--- src/rtl/sfilt_pkg.sv ---
// ---------------------------------------------------------------------------
// sfilt_pkg
// Shared definitions for the serial filter, its command sequencer and benches.
//   CMD_*   : command codes carried on cmd toward the filter
//   state_t : command sequencer FSM state encoding
// ---------------------------------------------------------------------------
package sfilt_pkg;

  localparam logic [1:0] CMD_FIRST = 2'd0;
  localparam logic [1:0] CMD_MAC   = 2'd1;
  localparam logic [1:0] CMD_SHIFT = 2'd2;
  localparam logic [1:0] CMD_SEND  = 2'd3;

  typedef enum logic [2:0] {
    IDLE,
    FIRST,
    MAC,
    SHIFT,
    SEND
  } state_t;

endpackage

--- src/rtl/sfilt_cmd_seq_if.sv ---
// ---------------------------------------------------------------------------
// sfilt_cmd_seq_if
// Bundles the sequencer's sample input, coefficient write port and the
// command stream toward the serial filter.
//   master : the side that supplies samples/coefficients and consumes commands
//   slave  : the sequencer itself
// ---------------------------------------------------------------------------
interface sfilt_cmd_seq_if #(
  parameter int AW = 6
);

  logic                 sample_push;
  logic signed [31:0]   sample;
  logic                 sample_ready;
  logic                 coef_we;
  logic [AW-1:0]        coef_addr;
  logic signed [31:0]   coef_data;
  logic [6:0]           shift_amt;
  logic                 pushout;
  logic [1:0]           cmd;
  logic [31:0]          q;
  logic [31:0]          h;
  logic                 busy;

  modport master (
    output sample_push, sample, coef_we, coef_addr, coef_data, shift_amt,
    input  sample_ready, pushout, cmd, q, h, busy
  );

  modport slave (
    input  sample_push, sample, coef_we, coef_addr, coef_data, shift_amt,
    output sample_ready, pushout, cmd, q, h, busy
  );

endinterface

--- src/rtl/sfilt_coef_bank.sv ---
// ---------------------------------------------------------------------------
// sfilt_coef_bank
// TAPS x 32 coefficient register file.
//   clk, rst  : clock, async active-high reset (clears all entries)
//   i_we      : write strobe
//   i_addr    : write index; indices >= TAPS are dropped
//   i_data    : write value
//   i_raddr   : combinational read index (the sequencer's tap counter)
//   o_rdata   : coefficient at i_raddr (0 if out of range)
// ---------------------------------------------------------------------------
module sfilt_coef_bank #(
  parameter int TAPS = 8,
  parameter int AW   = 6
) (
  input  logic          clk,
  input  logic          rst,
  input  logic          i_we,
  input  logic [AW-1:0] i_addr,
  input  logic [31:0]   i_data,
  input  logic [AW-1:0] i_raddr,
  output logic [31:0]   o_rdata
);

  logic [31:0] r_c [TAPS];

  // Decoding against every legal index means an out-of-range address simply
  // matches nothing, so no separate range check is needed.
  always_ff @(posedge clk or posedge rst) begin
    if (rst) begin
      for (int i = 0; i < TAPS; i++) r_c[i] <= '0;
    end else if (i_we) begin
      for (int i = 0; i < TAPS; i++) begin
        if (i_addr == AW'(i)) r_c[i] <= i_data;
      end
    end
  end

  always_comb begin
    o_rdata = '0;
    for (int i = 0; i < TAPS; i++) begin
      if (i_raddr == AW'(i)) o_rdata = r_c[i];
    end
  end

endmodule

--- src/rtl/sfilt_cmd_seq.sv ---
// ---------------------------------------------------------------------------
// sfilt_cmd_seq
// Sequences one FIR output on the serial filter per accepted sample:
// FIRST, MAC x (TAPS-1), SHIFT, SEND on consecutive cycles.
//   clk, rst : clock, async active-high reset (also resets filter accumulator)
//   bus      : slave side of sfilt_cmd_seq_if
//              sample_push/sample/sample_ready : sample handshake
//              shift_amt                       : latched on sample acceptance
//              coef_we/coef_addr/coef_data     : coefficient writes
//              pushout/cmd/q/h                 : command stream to the filter
//              busy                            : FIRST, MAC or SHIFT in progress
//
// state | meaning
// ------+---------------------------------------------------------
// IDLE  | no command issued, waiting for a sample
// FIRST | cmd FIRST with newest sample and c[0]
// MAC   | cmd MAC for tap r_tap = 1..TAPS-1
// SHIFT | cmd SHIFT with the latched shift amount in h[6:0]
// SEND  | cmd SEND; a new sample may be accepted here for zero gap
// ---------------------------------------------------------------------------
module sfilt_cmd_seq #(
  parameter int TAPS = 8,
  parameter int AW   = 6
) (
  input  logic             clk,
  input  logic             rst,
  sfilt_cmd_seq_if.slave   bus
);

  import sfilt_pkg::*;

  state_t        r_state;
  state_t        w_next_state;
  logic [AW-1:0] r_tap;
  logic [AW-1:0] w_next_tap;
  logic [31:0]   r_x [TAPS];
  logic [6:0]    r_shift;
  logic          w_ready;
  logic          w_accept;
  logic [31:0]   w_x_sel;
  logic [31:0]   w_c_sel;
  logic          w_pushout;
  logic [1:0]    w_cmd;
  logic [31:0]   w_q;
  logic [31:0]   w_h;
  logic          w_busy;

  assign w_ready  = (r_state == IDLE) || (r_state == SEND);
  assign w_accept = bus.sample_push && w_ready;

  sfilt_coef_bank #(
    .TAPS (TAPS),
    .AW   (AW)
  ) u_coef_bank (
    .clk     (clk),
    .rst     (rst),
    .i_we    (bus.coef_we),
    .i_addr  (bus.coef_addr),
    .i_data  (bus.coef_data),
    .i_raddr (r_tap),
    .o_rdata (w_c_sel)
  );

  always_ff @(posedge clk or posedge rst) begin
    if (rst) begin
      for (int k = 0; k < TAPS; k++) r_x[k] <= '0;
      r_shift <= '0;
    end else if (w_accept) begin
      r_x[0] <= bus.sample;
      for (int k = 1; k < TAPS; k++) r_x[k] <= r_x[k-1];
      r_shift <= bus.shift_amt;
    end
  end

  always_comb begin
    w_x_sel = '0;
    for (int k = 0; k < TAPS; k++) begin
      if (r_tap == AW'(k)) w_x_sel = r_x[k];
    end
  end

  always_ff @(posedge clk or posedge rst) begin
    if (rst) begin
      r_state <= IDLE;
      r_tap   <= '0;
    end else begin
      r_state <= w_next_state;
      r_tap   <= w_next_tap;
    end
  end

  always_comb begin
    w_next_state = r_state;
    w_next_tap   = r_tap;
    case (r_state)
      IDLE: begin
        if (w_accept) begin
          w_next_state = FIRST;
          w_next_tap   = '0;
        end
      end
      FIRST: begin
        if (TAPS == 1) begin
          w_next_state = SHIFT;
        end else begin
          w_next_state = MAC;
          w_next_tap   = AW'(1);
        end
      end
      MAC: begin
        if (r_tap == AW'(TAPS - 1)) w_next_state = SHIFT;
        else                        w_next_tap   = r_tap + AW'(1);
      end
      SHIFT: w_next_state = SEND;
      SEND: begin
        if (w_accept) begin
          w_next_state = FIRST;
          w_next_tap   = '0;
        end else begin
          w_next_state = IDLE;
        end
      end
      default: w_next_state = IDLE;
    endcase
  end

  // Outputs decode only registered state, tap, delay line and coefficient
  // bank, so FIRST sees whatever c[0] holds during the FIRST cycle itself and
  // the async reset clears the command stream without a clock edge.
  always_comb begin
    w_pushout = 1'b0;
    w_cmd     = CMD_FIRST;
    w_q       = '0;
    w_h       = '0;
    w_busy    = 1'b0;
    case (r_state)
      FIRST: begin
        w_pushout = 1'b1;
        w_cmd     = CMD_FIRST;
        w_q       = w_x_sel;
        w_h       = w_c_sel;
        w_busy    = 1'b1;
      end
      MAC: begin
        w_pushout = 1'b1;
        w_cmd     = CMD_MAC;
        w_q       = w_x_sel;
        w_h       = w_c_sel;
        w_busy    = 1'b1;
      end
      SHIFT: begin
        w_pushout = 1'b1;
        w_cmd     = CMD_SHIFT;
        w_h       = {25'b0, r_shift};
        w_busy    = 1'b1;
      end
      SEND: begin
        w_pushout = 1'b1;
        w_cmd     = CMD_SEND;
      end
      default: ;
    endcase
  end

  assign bus.sample_ready = w_ready;
  assign bus.pushout      = w_pushout;
  assign bus.cmd          = w_cmd;
  assign bus.q            = w_q;
  assign bus.h            = w_h;
  assign bus.busy         = w_busy;

endmodule

--- src/flat_wrapper.sv ---
// flat-port wrapper written by rule: the top's interface ports become plain ports
module sfilt_cmd_seq_flat import sfilt_pkg::*;
#(
  parameter int TAPS = 8,
  parameter int AW   = 6
)
  (clk, rst, bus_sample_push, bus_sample, bus_coef_we, bus_coef_addr, bus_coef_data, bus_shift_amt, bus_sample_ready, bus_pushout, bus_cmd, bus_q, bus_h, bus_busy);
  sfilt_cmd_seq_if #(.AW(AW)) bus_i ();
  input  logic clk;
  input  logic rst;
  input wire logic [$bits(bus_i.sample_push)-1:0] bus_sample_push;
  input wire logic [$bits(bus_i.sample)-1:0] bus_sample;
  input wire logic [$bits(bus_i.coef_we)-1:0] bus_coef_we;
  input wire logic [$bits(bus_i.coef_addr)-1:0] bus_coef_addr;
  input wire logic [$bits(bus_i.coef_data)-1:0] bus_coef_data;
  input wire logic [$bits(bus_i.shift_amt)-1:0] bus_shift_amt;
  output wire logic [$bits(bus_i.sample_ready)-1:0] bus_sample_ready;
  output wire logic [$bits(bus_i.pushout)-1:0] bus_pushout;
  output wire logic [$bits(bus_i.cmd)-1:0] bus_cmd;
  output wire logic [$bits(bus_i.q)-1:0] bus_q;
  output wire logic [$bits(bus_i.h)-1:0] bus_h;
  output wire logic [$bits(bus_i.busy)-1:0] bus_busy;
  assign bus_i.sample_push = bus_sample_push;
  assign bus_i.sample = bus_sample;
  assign bus_i.coef_we = bus_coef_we;
  assign bus_i.coef_addr = bus_coef_addr;
  assign bus_i.coef_data = bus_coef_data;
  assign bus_i.shift_amt = bus_shift_amt;
  assign bus_sample_ready = bus_i.sample_ready;
  assign bus_pushout = bus_i.pushout;
  assign bus_cmd = bus_i.cmd;
  assign bus_q = bus_i.q;
  assign bus_h = bus_i.h;
  assign bus_busy = bus_i.busy;
  sfilt_cmd_seq #(.TAPS(TAPS), .AW(AW)) u_core (.clk(clk), .rst(rst), .bus(bus_i));
endmodule
--- config.mk ---
export PLATFORM = sky130hd
export DESIGN_NAME = sfilt_cmd_seq_flat
export DESIGN_NICKNAME = d
export VERILOG_FILES = /design/src/rtl/sfilt_pkg.sv /design/src/rtl/sfilt_cmd_seq_if.sv /design/src/rtl/sfilt_coef_bank.sv /design/src/rtl/sfilt_cmd_seq.sv /design/src/flat_wrapper.sv
export SDC_FILE = /design/constraint.sdc
export NUM_CORES = 1
export LEC_CHECK = 0
export BUFFER_PORTS_ARGS = -buffer_cell sky130_fd_sc_hd__buf_2
export CAP_MARGIN = 20
export CELL_PAD_IN_SITES_DETAIL_PLACEMENT = 0
export CELL_PAD_IN_SITES_GLOBAL_PLACEMENT = 2
export CORE_MARGIN = 2
export CORE_UTILIZATION = 40
export CTS_CLUSTER_DIAMETER = 80
export DETAILED_ROUTE_END_ITERATION = 8
export PLACE_DENSITY_LB_ADDON = 0.2
export SYNTH_ARGS = -nofsm -noshare
export SYNTH_HDL_FRONTEND = slang
export SYNTH_SLANG_ARGS = --single-unit
--- constraint.sdc ---
create_clock -name clk -period 20.1 [get_ports clk]
set_clock_uncertainty 0.1 [all_clocks]
set_input_delay 4.02 -clock clk [delete_from_list [all_inputs] [get_ports clk]]
set_output_delay 4.02 -clock clk [all_outputs]
set_load 0.01 [all_outputs]
==> results.py <==
metrics = {
    "global_route": {
        "grt_max_degree": 126,
        "antenna_found_initial": 4,
        "grt_pass1_vias": 19100,
        "grt_overflow": 0,
        "grt_pass1_wl_um": 116000,
        "grt_usage_pct": 23.8,
    },
    "cts": {
        "insertion_delay_ns": 0.63,
        "clkSlewWorstSetupHoldPaths_ns": 0.06,
        "cts_tree": "yes",
        "post_cts_buffers": 0,
        "htreeDepth": 2,
        "cts_buffers": 59,
        "clock-sinks": 528,
        "cts_buffer_depth": 3,
        "cts_resized": 0,
        "cts_root_buf": "clkbuf_16",
        "hold_buffers": 0,
    },
    "sta": {
        "setup_tns_ns": 0,
        "worstMarginPinSlew_ns": 1.10,
        "setup_violations": 0,
        "period_share_pct": 44.4,
        "relSlewSlack_pct": 26.4,
        "final.min_clock_period_ns": 8.93,
        "hold_slack_ns": 0.373,
        "hold_violations": 0,
        "clock.fmax_mhz": 112,
        "rsz0062_at_grt": "false",
        "finalMaxSlewViolations": 0,
    },
    "layout": {
        "drive_gt1_share_pct": 23.2,
        "fill_cells": 5667,
        "fin_util_pct": 46.4,
        "final_common_cell": "nand2_1",
        "nets": 2619,
        "syn_to_final_growth_pct": 14.6,
        "layout_common_cells": "803 x nand2_1, 528 x dfrtp_1, 255 x mux2_2",
    },
    "detailed_routing": {
        "ant_nets": 0,
        "vias_per_cell": 5.69,
        "drt_first_pass_iters": 6,
        "drtIter0Drc": 1605,
        "finalWirelength_um": 75700,
        "wire_per_inst_um": 22.5,
        "route.detailed.drc": 0,
        "vias": 19200,
    },
    "die": {
        "rows": 90,
        "pin_count": 150,
        "coreArea_mm2": 0.0605,
        "die_w_um": 251,
        "die_height_um": 251,
        "die_area_mm2": 0.0632,
        "start_util_pct": 40.5,
    },
    "pwr": {
        "power.density_mw_per_mm2": 149,
        "peakVddDrop_mv": 0.0749,
        "p_leak_uw": 0.0139,
        "power_uw": 4180,
    },
    "worst_hold_path": {
        "hold_class": "reg -> reg",
        "worstHoldStart": "u_core.r_x[98]$_DFFE_PP0P_",
        "min_path_cells": 2,
        "hold_end": "u_core.r_x[66]$_DFFE_PP0P_",
    },
    "setup_path": {
        "rr_startpoint": "u_core.r_state[0]$_DFFE_PP0P_",
        "cp_data_arrival_time_ns": 4.81,
        "cp.required_ns": 15.98,
        "crit_path_end_kind": "primary output",
        "r2r_cells": 7,
        "timing.rr.end": "u_core.r_x[240]$_DFFE_PP0P_",
        "r2r_slack_ns": 15.40,
        "critPathMaxFanout": 46,
        "critPathLaunchType": "flip-flop",
        "critPathKind": "reg -> out",
    },
    "logic_synthesis": {
        "synthCells": 2470,
        "synth_warnings": 0,
        "avgSynthCellArea_um2": 9.92,
        "yosys_most_used_dff": "dfrtp_1",
        "async_flop_share_pct": 100,
        "synth.distinct_cells": 62,
        "ys_seq_area_share_pct": 53.9,
        "synth_edf_count": 0,
        "syn_nets": 2555,
        "syn-cell-area_mm2": 0.0245,
        "ys_ff_latch": 528,
    },
    "placement": {
        "portBuffers": 149,
        "hpwl_um": 43200,
        "gp_routability_congestion": 0.789,
    },
    "flow_run": {
        "maxCapViolCount": 0,
    },
    "status": {
        "status": "completed",
    },
}
## metrics by stage
stage	cell area, um^2	cells	setup WS, ns
6_report	28100	3369	11.17
3_3_place_gp	25900	3250	11.94
5_1_grt	28100	3368	11.08
3_5_place_dp	25900	3254	11.94
2_1_floorplan	24500	2470	1.23
4_1_cts	28000	3366	11.26
## metal layers
layer  track usage, %  vias to the layer above  routed length [um]  share of wire (%)
met4             7.50                        4                2140                2.8
met3             3.11                      126                3500                4.6
met2             37.2                      492               34700                 46
li1                 -                     8723                   -                  -
met1             34.6                     9834               35400                 47
met5                0                        -                  21              0.028
## sequential cells by signal, indices dropped and copies added, names as in the netlist
name                    count
u_core.u_coef_bank.r_c    256
u_core.r_x                256
u_core.r_tap                6
u_core.r_state              3
u_core.r_shift              7
## how the worst max path moves through the flow
stage	from	end	slack, ns	depth (start not counted)
after detailed placement	u_core.r_tap[2]$_DFFE_PP0P_	bus_q[26]	11.94	7
after CTS	u_core.r_tap[2]$_DFFE_PP0P_	bus_q[26]	11.26	7
after global routing	u_core.r_tap[2]$_DFFE_PP0P_	bus_q[26]	11.08	7
after global placement	u_core.r_tap[2]$_DFFE_PP0P_	bus_q[26]	11.94	7
after floorplan	rst	u_core.r_shift[0]$_DFFE_PP0P_	1.23	1
final	u_core.r_tap[2]$_DFFE_PP0P_	bus_q[26]	11.17	7
## kinds of logic (layout without fill, tap and decap cells)
| family | Yosys count | after routing | synth area share, % |
|---|---|---|---|
| simple gates | 1002 | 1002 | 16.4 |
| flops | 528 | 528 | 53.9 |
| compound gates | 470 | 470 | 13.9 |
| mux | 259 | 259 | 11.9 |
| buf+inv | 202 | 317 | 3.41 |
| xor+xnor | 5 | 5 | 0.179 |
| fa+ha+maj | 4 | 4 | 0.204 |
| other cells | 0 | 2 | 0 |
## critical path: stages (launching register included)
cell and delay, ns:
dfrtp_1 0.56, or4_2 1.27, nor2_8 0.51, buf_4 0.73
a221o_1 0.26, a31oi_1 0.04, a21oi_1 0.52, buf_2 0.24
## area by class of cell
cell class              instances  area (um^2)  share of cell area (%)
diodes                          2         5.00                  0.0178
clock buffers                  82         1730                    6.18
clock inverters                30          373                    1.33
inverters                      10         45.0                   0.161
multi-input cells            1740        10600                    37.6
flip-flops and latches        528        13200                    47.1
well taps                     782          978                    3.49
repair buffers                195         1150                    4.10
## power by group
group	total (uW)	switching [uW]	internal (uW)
combinational	1440	940	500
clock	1160	461	703
sequential	1580	227	1350
total	4180	1630	2560
## cell usage after synthesis (all sizes together), types with 5 or more instances
library cell | number | area share (%)
a32oi | 9 | 0.32
clkbuf | 145 | 2.2
o211ai | 17 | 0.52
o22a | 7 | 0.25
buf | 47 | 1.0
nand3 | 16 | 0.33
a21oi | 83 | 1.7
a221o | 8 | 0.33
a21o | 25 | 0.77
o22ai | 27 | 0.69
o221a | 12 | 0.55
o311ai | 8 | 0.29
nand2b | 6 | 0.15
a221oi | 68 | 2.5
nand2 | 806 | 12
inv | 9 | 0.14
nor2 | 102 | 1.7
o221ai | 10 | 0.36
o2111ai | 13 | 0.46
a32o | 14 | 0.57
nor3b | 5 | 0.21
dfrtp | 528 | 54
a22oi | 23 | 0.70
o21a | 9 | 0.28
nor3 | 28 | 0.67
or3 | 18 | 0.46
a22o | 13 | 0.46
mux2 | 256 | 12
o2111a | 20 | 0.92
o21ai | 95 | 1.9
No activity file was read; power rests on OpenSTA's default activity.
